[config.mk]
export PLATFORM = sky130hd
export DESIGN_NAME = nrf2401_rx_reader
export DESIGN_NICKNAME = d
export VERILOG_FILES = /design/src/rtl/nrf2401_rx_reader.sv
export SDC_FILE = /design/constraint.sdc
export NUM_CORES = 1
export LEC_CHECK = 0
export ABC_CLOCK_PERIOD_IN_PS = 2620
export CAP_MARGIN = 20
export CORE_MARGIN = 2
export CORE_UTILIZATION = 50
export CTS_BUF_LIST = sky130_fd_sc_hd__clkbuf_8
export CTS_CLUSTER_SIZE = 28
export DETAILED_ROUTE_END_ITERATION = 12
export PLACE_DENSITY = 0.73
export RECOVER_POWER = 50
export SLEW_MARGIN = 30
export SYNTH_ARGS = -nofsm -noshare
export SYNTH_HDL_FRONTEND = slang
export SYNTH_SLANG_ARGS = --single-unit
[constraint.sdc]
create_clock -name clk -period 2.62 [get_ports clk]
set_input_delay 0.524 -clock clk [delete_from_list [all_inputs] [get_ports clk]]
set_output_delay 0.524 -clock clk [all_outputs]
set_load 0.1 [all_outputs]
[src/rtl/nrf2401_rx_reader.sv]
// nRF2401 ShockBurst receive reader: clocks a frame out of the radio on DR1
// and hands the bytes to the CPU through a small Avalon-MM register window.
module nrf2401_rx_reader #(
   parameter int PAYLOAD_BYTES = 4,
   parameter int CLK_DIV       = 25
) (
   input  logic       clk,
   input  logic       reset_n,
   input  logic [1:0] address,
   input  logic       chipselect,
   input  logic       read_n,
   input  logic       write_n,
   input  logic [7:0] writedata,
   output logic [7:0] readdata,
   output logic       irq,
   input  logic       dr1_in,
   input  logic       data_in,
   output logic       clk1_out
);

   localparam int BIT_W  = $clog2(PAYLOAD_BYTES * 8) + 1;
   localparam int BYTE_W = BIT_W - 3;
   localparam int PTR_W  = $clog2(PAYLOAD_BYTES + 1);

   localparam logic [7:0]       DIV_LAST = 8'(CLK_DIV - 1);
   localparam logic [BIT_W-1:0] LAST_BIT = BIT_W'(PAYLOAD_BYTES * 8 - 1);
   localparam logic [PTR_W-1:0] LAST_PTR = PTR_W'(PAYLOAD_BYTES - 1);

   typedef enum logic [2:0] {
      IDLE,
      SHIFT_HI,
      SHIFT_LO,
      WAIT_DR_LOW,
      READY
   } state_t;

   state_t           state_q, state_d;
   logic [7:0]       div_cnt_q, div_cnt_d;
   logic [BIT_W-1:0] bit_cnt_q, bit_cnt_d;
   logic [7:0]       shift_q, shift_d;
   logic [7:0]       buf_q [PAYLOAD_BYTES];
   logic [7:0]       buf_d [PAYLOAD_BYTES];
   logic [PTR_W-1:0] rd_ptr_q, rd_ptr_d;
   logic             frame_ready_q, frame_ready_d;
   logic             overrun_q, overrun_d;
   logic             irq_en_q, irq_en_d;
   logic             irq_q, irq_d;
   logic             clk1_q, clk1_d;

   logic dr1_meta_q, dr1_sync_q, dr1_prev_q;
   logic data_meta_q, data_sync_q;

   logic dr1_rise, wr_en, pop, flush, busy;
   logic [7:0] rd_byte;
   logic unused_wd;

   assign unused_wd = ^{writedata[7:4], writedata[1]};

   // Two-stage synchronisers for the radio lines plus a delayed DR1 for edge detection
   always_ff @(posedge clk or negedge reset_n) begin
      if (!reset_n) begin
         dr1_meta_q  <= 1'b0;
         dr1_sync_q  <= 1'b0;
         dr1_prev_q  <= 1'b0;
         data_meta_q <= 1'b0;
         data_sync_q <= 1'b0;
      end else begin
         dr1_meta_q  <= dr1_in;
         dr1_sync_q  <= dr1_meta_q;
         dr1_prev_q  <= dr1_sync_q;
         data_meta_q <= data_in;
         data_sync_q <= data_meta_q;
      end
   end

   assign dr1_rise = dr1_sync_q & ~dr1_prev_q;
   assign wr_en    = chipselect & ~write_n;
   assign pop      = chipselect & ~read_n & (address == 2'd0) & frame_ready_q;
   assign flush    = wr_en & (address == 2'd3) & writedata[0];
   assign busy     = (state_q == SHIFT_HI) | (state_q == SHIFT_LO) | (state_q == WAIT_DR_LOW);

   // State register and all datapath flops; reset also drops CLK1 without waiting for a clock
   always_ff @(posedge clk or negedge reset_n) begin
      if (!reset_n) begin
         state_q       <= IDLE;
         div_cnt_q     <= '0;
         bit_cnt_q     <= '0;
         shift_q       <= '0;
         buf_q         <= '{default: '0};
         rd_ptr_q      <= '0;
         frame_ready_q <= 1'b0;
         overrun_q     <= 1'b0;
         irq_en_q      <= 1'b0;
         irq_q         <= 1'b0;
         clk1_q        <= 1'b0;
      end else begin
         state_q       <= state_d;
         div_cnt_q     <= div_cnt_d;
         bit_cnt_q     <= bit_cnt_d;
         shift_q       <= shift_d;
         buf_q         <= buf_d;
         rd_ptr_q      <= rd_ptr_d;
         frame_ready_q <= frame_ready_d;
         overrun_q     <= overrun_d;
         irq_en_q      <= irq_en_d;
         irq_q         <= irq_d;
         clk1_q        <= clk1_d;
      end
   end

   // Next-state logic: frame capture sequencing, CPU pops, control writes; flush overrides everything
   always_comb begin
      state_d       = state_q;
      div_cnt_d     = div_cnt_q;
      bit_cnt_d     = bit_cnt_q;
      shift_d       = shift_q;
      buf_d         = buf_q;
      rd_ptr_d      = rd_ptr_q;
      frame_ready_d = frame_ready_q;
      overrun_d     = overrun_q;
      irq_en_d      = irq_en_q;
      irq_d         = irq_en_q & frame_ready_q;

      if (wr_en && (address == 2'd1)) begin
         irq_en_d = writedata[3];
         if (writedata[2]) begin
            overrun_d = 1'b0;
         end
      end

      case (state_q)
         IDLE: begin
            if (dr1_rise) begin
               state_d   = SHIFT_HI;
               div_cnt_d = '0;
               bit_cnt_d = '0;
            end
         end
         SHIFT_HI: begin
            if (div_cnt_q == DIV_LAST) begin
               div_cnt_d = '0;
               shift_d   = {shift_q[6:0], data_sync_q};
               state_d   = SHIFT_LO;
            end else begin
               div_cnt_d = div_cnt_q + 8'd1;
            end
         end
         SHIFT_LO: begin
            if (div_cnt_q == DIV_LAST) begin
               div_cnt_d = '0;
               if (bit_cnt_q[2:0] == 3'b111) begin
                  for (int i = 0; i < PAYLOAD_BYTES; i++) begin
                     if (bit_cnt_q[BIT_W-1:3] == BYTE_W'(i)) begin
                        buf_d[i] = shift_q;
                     end
                  end
               end
               if (bit_cnt_q == LAST_BIT) begin
                  state_d = WAIT_DR_LOW;
               end else begin
                  bit_cnt_d = bit_cnt_q + BIT_W'(1);
                  state_d   = SHIFT_HI;
               end
            end else begin
               div_cnt_d = div_cnt_q + 8'd1;
            end
         end
         WAIT_DR_LOW: begin
            if (!dr1_sync_q) begin
               frame_ready_d = 1'b1;
               rd_ptr_d      = '0;
               state_d       = READY;
            end
         end
         READY: begin
            if (dr1_rise) begin
               overrun_d = 1'b1;
            end
            if (pop) begin
               rd_ptr_d = rd_ptr_q + PTR_W'(1);
               if (rd_ptr_q == LAST_PTR) begin
                  frame_ready_d = 1'b0;
                  state_d       = IDLE;
               end
            end
         end
         default: begin
            state_d = IDLE;
         end
      endcase

      if (flush) begin
         state_d       = IDLE;
         frame_ready_d = 1'b0;
         rd_ptr_d      = '0;
         bit_cnt_d     = '0;
         div_cnt_d     = '0;
         overrun_d     = overrun_q;
      end

      clk1_d = (state_d == SHIFT_HI);
   end

   // Register read mux; the data port only shows a byte while a frame is pending
   always_comb begin
      rd_byte = 8'h00;
      for (int i = 0; i < PAYLOAD_BYTES; i++) begin
         if (rd_ptr_q == PTR_W'(i)) begin
            rd_byte = buf_q[i];
         end
      end
      case (address)
         2'd0:    readdata = frame_ready_q ? rd_byte : 8'h00;
         2'd1:    readdata = {4'b0000, irq_en_q, overrun_q, busy, frame_ready_q};
         2'd2:    readdata = frame_ready_q ? (8'(PAYLOAD_BYTES) - 8'(rd_ptr_q)) : 8'h00;
         default: readdata = 8'h00;
      endcase
   end

   assign irq      = irq_q;
   assign clk1_out = clk1_q;

endmodule

[Word level (Yosys, flattened, before mapping)]
Cells that the tools add are included.
Storage, ports and cells
  register bits after elaboration: 70
  bits in latches: 0
  RAM bits: 0
  memory bits (read-only): 0
  input bits: 17
  logic and storage cells: 115
  memories kept: 0
Operators by class
  add/subtract/negate cells: 4
  multipliers: 0
  divide/modulo/power cells: 0
  magnitude comparators: 0
  equal/unequal tests: 23
  shift operators: 0
  mux-type cells: 38
  bitwise gates (word level): 13
  reductions and logical operators: 18
Operators with widths (number)
  two-way mux 8 bit: 9
  two-way mux 3 bit: 10
  two-way mux 6 bit: 4
  one-hot mux 8 bit (3 select lines): 1
  AND reduction 4 bit: 6
  == test 3 x 2 -> 1 bit (second input constant): 6
  one-hot mux 8 bit (2 select lines): 1
  != test 3 bit (second input constant): 5
  one-hot mux 3 bit (5 select lines): 1
  == test 3 x 1 -> 1 bit (second input constant): 4
  one-hot mux 6 bit (2 select lines): 1
  logical NOT 3 bit: 3
  nonzero test 3 bit: 3
  adder 8 x 1 -> 8 bit (second input constant): 1
  AND 1 bit: 8
  == test 8 x 5 -> 1 bit (second input constant): 1
  two-way mux 1 bit: 8
  adder 6 x 1 -> 6 bit (second input constant): 1
  == test 3 bit (second input constant): 2
  == test 6 x 5 -> 1 bit (second input constant): 1
  one-hot mux 3 bit (2 select lines): 1
  == test 2 bit (second input constant): 2
  AND reduction 2 bit: 2
  subtractor 3 x 3 -> 4 bit (first input constant): 1
  11 further kinds: 14

[Depth between registers and ports, before layout]
  word-level depth: 8
  gate-level depth with buffers: 8
  gate-level depth less buffers: 7

[Least setup slack after synthesis]
Ideal clock, no wire load.
  path kind: flip-flop to output port
  start: reg rd_ptr_q[0]
  end: out readdata[4]
  data arrival time: 3541 ps
  required time: 2096 ps
  setup slack: -1445 ps
  stages on the path, launching flop included: 9
  path buffers: 1
  path through: dfrtp_1 > inv_1 > ha_1 > nand2b_1 > buf_1 > nor2_1 > a311oi_1 > a21oi_1 > o21ai_0
Between the ends
  word-level cells in the longest chain between the ends: 7
RTL lines
  start, declared: RTL line 43  | logic [PTR_W-1:0] rd_ptr_q, rd_ptr_d;
  start signal, assigned: RTL line 102  | rd_ptr_q <= rd_ptr_d;
  logical NOT 3 bit: RTL line 208  | if (rd_ptr_q == PTR_W'(i)) begin
  two-way mux 8 bit (4 in series): RTL line 208
  two-way mux 8 bit: RTL line 213  | 2'd0: readdata = frame_ready_q ? rd_byte : 8'h00;
  one-hot mux 8 bit (3 select lines) *: RTL line 212  | case (address)
  end, declared: RTL line 14  | output logic [7:0] readdata,
Mark *: on every way between the ends. The rest lies on a longest branch, timed or not.

[Worst setup path after layout]
  start: reg rd_ptr_q[1]
  end: out readdata[7]
Same word-level chain as after synthesis.

==> run_results.csv <==
group,metric,value,unit
timing,clock.fmax,0.3719,GHz
logic_synthesis,syn-num-nets,349,
finish,mostFrequentLayoutCells,"68 x dfrtp_1, 43 x mux2_2, 25 x nand2_1, 21 x nor2_1, 19 x buf_4",
placed_design,gp_congestion,0.8405,
timing,hold_viol,0,
critical_path,crit_arrival,2.16,ns
die,initial_utilization,0.5174,
detailed_routing,wl_per_cell,16.75,um
logic_synthesis,synth.distinct_cells,51,
finish,fin_nets,391,
critical_path,crit_fanout,5,
finish,fin_util,0.6560,
power_and_ir_drop,total_power,0.002937,W
timing,fin_crit,2.689,ns
timing,worstMarginPinSlew,1.706,ns
finish,syn_to_final_growth,26.80,%
critical_path,cp_slowest_cell,"dfrtp_2",
clock_tree,numCtsBuffers,9,
finish,antenna_cells,0,
timing,final-max-slew-violation-count,71,
global_routing,grt_overflow,0,
flow_run,max_cap_violations,1,
logic_synthesis,synth_edf_count,0,
run_status,status,"finished, violations left",
finish,drive_gt1_frac,0.3902,
timing,rsz0062_at_grt,"true",
timing,period_share,1.026,
global_routing,grt_pass1_vias,2639,
logic_synthesis,synth_area_leaders,"dfrtp_1 50%, mux2_2 14%, ha_1 3.5%",
critical_path,critPathRequiredTime,2.10,ns
critical_path,worstSetupPathType,"register to output pin",
global_routing,grt_pass1_wl,12.96,mm
clock_tree,clockRootBuffer,"clkbuf_8",
global_routing,grt_max_degree,71,
logic_synthesis,synth_top_area_cell,"dfrtp_1",
run_status,violations,"capacitance limit, slew limit, setup timing",
die,die_h,88.08,um
clock_tree,clk_latency,0.35,ns
logic_synthesis,synthCells,322,
global_routing,antenna_found_initial,0,
min_path,hp-class,"register to register",
detailed_routing,dr.pass1.iters,4,
finish,fillers,532,
placed_design,io_buffers,21,
timing,postLayoutSetupSlackWorst,-0.06894,ns
logic_synthesis,synth_seq_cells,70,
critical_path,crit_path_start_kind,"register",
placed_design,hpwlAfterDp,5.193,mm
clock_tree,clk_path_buf_depth,2,
detailed_routing,drtAntennaViolNets,0,
die,die_area,0.007758,sq mm
power_and_ir_drop,power_leakage,1.994,nW
power_and_ir_drop,vdd_ir_drop_max,0.3505,mV
global_routing,gr-max-usage-layer,"met2",
detailed_routing,drt_iter0_markers,135,
detailed_routing,drc,0,
finish,final_common_cell,"dfrtp_1",
die,row_count,30,
clock_tree,htree_levels,3,
power_and_ir_drop,power_density,655.4,mW/mm^2
finish,multi_input_area,0.001886,sq mm
timing,relSlewSlack,-0.1372,
logic_synthesis,yosys.area.top_type_share,0.4956,
global_routing,met1_usage,0.2996,
logic_synthesis,ys_warn_count,0,
timing,setup_viol,8,
clock_tree,cts_tree,"yes",
die,io_pins,27,
clock_tree,path_clk_slew,0.08,ns
logic_synthesis,syn-mean-instance-area,10.98,sq um
logic_synthesis,syn-cell-area,0.003535,sq mm
critical_path,critPathMaxStageDelay,0.44,ns
logic_synthesis,async_reset_ff_frac,1.000,
timing,worst_clock_skew,0.01297,ns
logic_synthesis,yosysSeqAreaShare,0.4956,
detailed_routing,drt-vias-per-instance,5.669,
die,fp.coreArea,0.006832,sq mm
global_routing,grt_use_met2,0.3444,
detailed_routing,wl,7.787,mm
die,die_w,88.08,um
global_routing,grtUsageTotal,0.2196,
clock_tree,cts_hold_buf,0,
clock_tree,numClockSinks,70,
logic_synthesis,ys_dominant_reg_cell,"dfrtp_1",
detailed_routing,via_count,2636,
critical_path,crit_chain,"inv_2, ha_4, nand2b_1, buf_4, nand3_1, a311oi_2, a21oi_2, o21ai_2, buf_12",
finish,layout.area.seq,0.001754,sq mm
global_routing,met3_usage,0.05372,
critical_path,crit_path_end_kind,"output pin",
[power by group]
group	switching, W	leakage, nW	total (W)	internal, W
clock network	0.000409	0.0976	0.000898	0.000489
logic	0.000495	0.949	0.000803	0.000308
registers	0.0000774	0.948	0.00124	0.00116
total	0.000981	1.99	0.00294	0.00196
[cells by family after synthesis]
family                     count (synthesis)  share of synthesized area
AOI/OAI and AO/OA                         66                     0.1242
muxes                                     43                     0.1370
xor gates and xnor gates                   3                   0.007435
adders and majority gates                 10                    0.03540
DFF                                       70                     0.4956
buffers and inverters                     22                    0.02726
and+or+nand+nor                          108                     0.1731
[cell usage after synthesis (2+ instances only)]
cell	number
clkbuf_1	7
buf_2	5
or2_2	2
nor2_1	22
a211oi_1	6
a31oi_1	4
or3_1	4
o21ai_0	15
o211ai_1	6
nor3b_4	2
mux2_2	43
a21o_1	2
a21oi_1	14
a22o_1	2
xnor2_1	3
a22oi_1	3
nor3_1	5
nand2b_1	4
nand2_1	28
nand3_1	14
inv_1	8
nor2b_1	5
a311oi_1	7
and3_1	2
nand4_1	4
nor3b_2	2
ha_1	10
dfrtp_1	70
[path summary, 6_finish.rpt]
kind	startpoint	endpoint	slack [ns]	cells past startpoint
max in group asynchronous	reset_n	rd_ptr_q[0]	0.79	2
min reg2reg	data_meta_q	data_sync_q	0.35	0
min	data_meta_q	data_sync_q	0.35	0
max	rd_ptr_q[1]	readdata[7]	-0.07	9
min in group asynchronous	reset_n	buf_q[6]	0.70	2
max reg2reg	div_cnt_q[0]	buf_q[14]	0.25	7
[worst max-delay path: cells and delay by family (launching register included)]
kind | cells | cell delay [ns]
and+or+nand+nor | 2 | 0.19
buffers and inverters | 3 | 0.41
DFF | 1 | 0.44
AOI/OAI and AO/OA | 3 | 0.58
adders and majority gates | 1 | 0.17
[flip-flops by register name (all words and copies together) (netlist names), 3 cells and up]
name and count:
rd_ptr_q 3, div_cnt_q 8, state_q 3, buf_q 32, bit_cnt_q 6, shift_q 8
[layout make-up]
cell class / instances / share of cell area
Multi-Input combinational cell: 230 / 0.4207
Sequential cell: 70 / 0.3914
Timing Repair Buffer: 45 / 0.1072
Clock buffer: 11 / 0.03378
Tap cell: 96 / 0.02680
Clock inverter: 5 / 0.01284
Inverter: 8 / 0.007259
[per-stage QoR]
step | setup TNS, ns | hold WS, ns | instance area (sq um) | worst slack, ns | cells
2_1_floorplan | -1.068 | 0.2284 | 3650 | -0.5702 | 322
3_3_place_gp | 0 | 0.3313 | 4093 | 0.04105 | 442
3_5_place_dp | 0 | 0.3387 | 4093 | 0.02471 | 442
4_1_cts | -0.3161 | 0.2032 | 4403 | -0.05709 | 463
5_1_grt | -0.9419 | 0.3572 | 4482 | -0.1551 | 465
6_report | -0.3487 | 0.3517 | 4482 | -0.06894 | 465
[layer usage]
metal  wire length [um]  vias up
met5                  0        -
met4                127        0
met3                212       15
met2               3816       42
met1               3631     1321
li1                   -     1258
[timing repair]
item	CTS	global route
endpoints found under the setup margin	8	8
buffers inserted	5	2
gates resized for setup	17	17
pin swaps	8	6
Note: power is estimated with default switching activity, not from simulation.
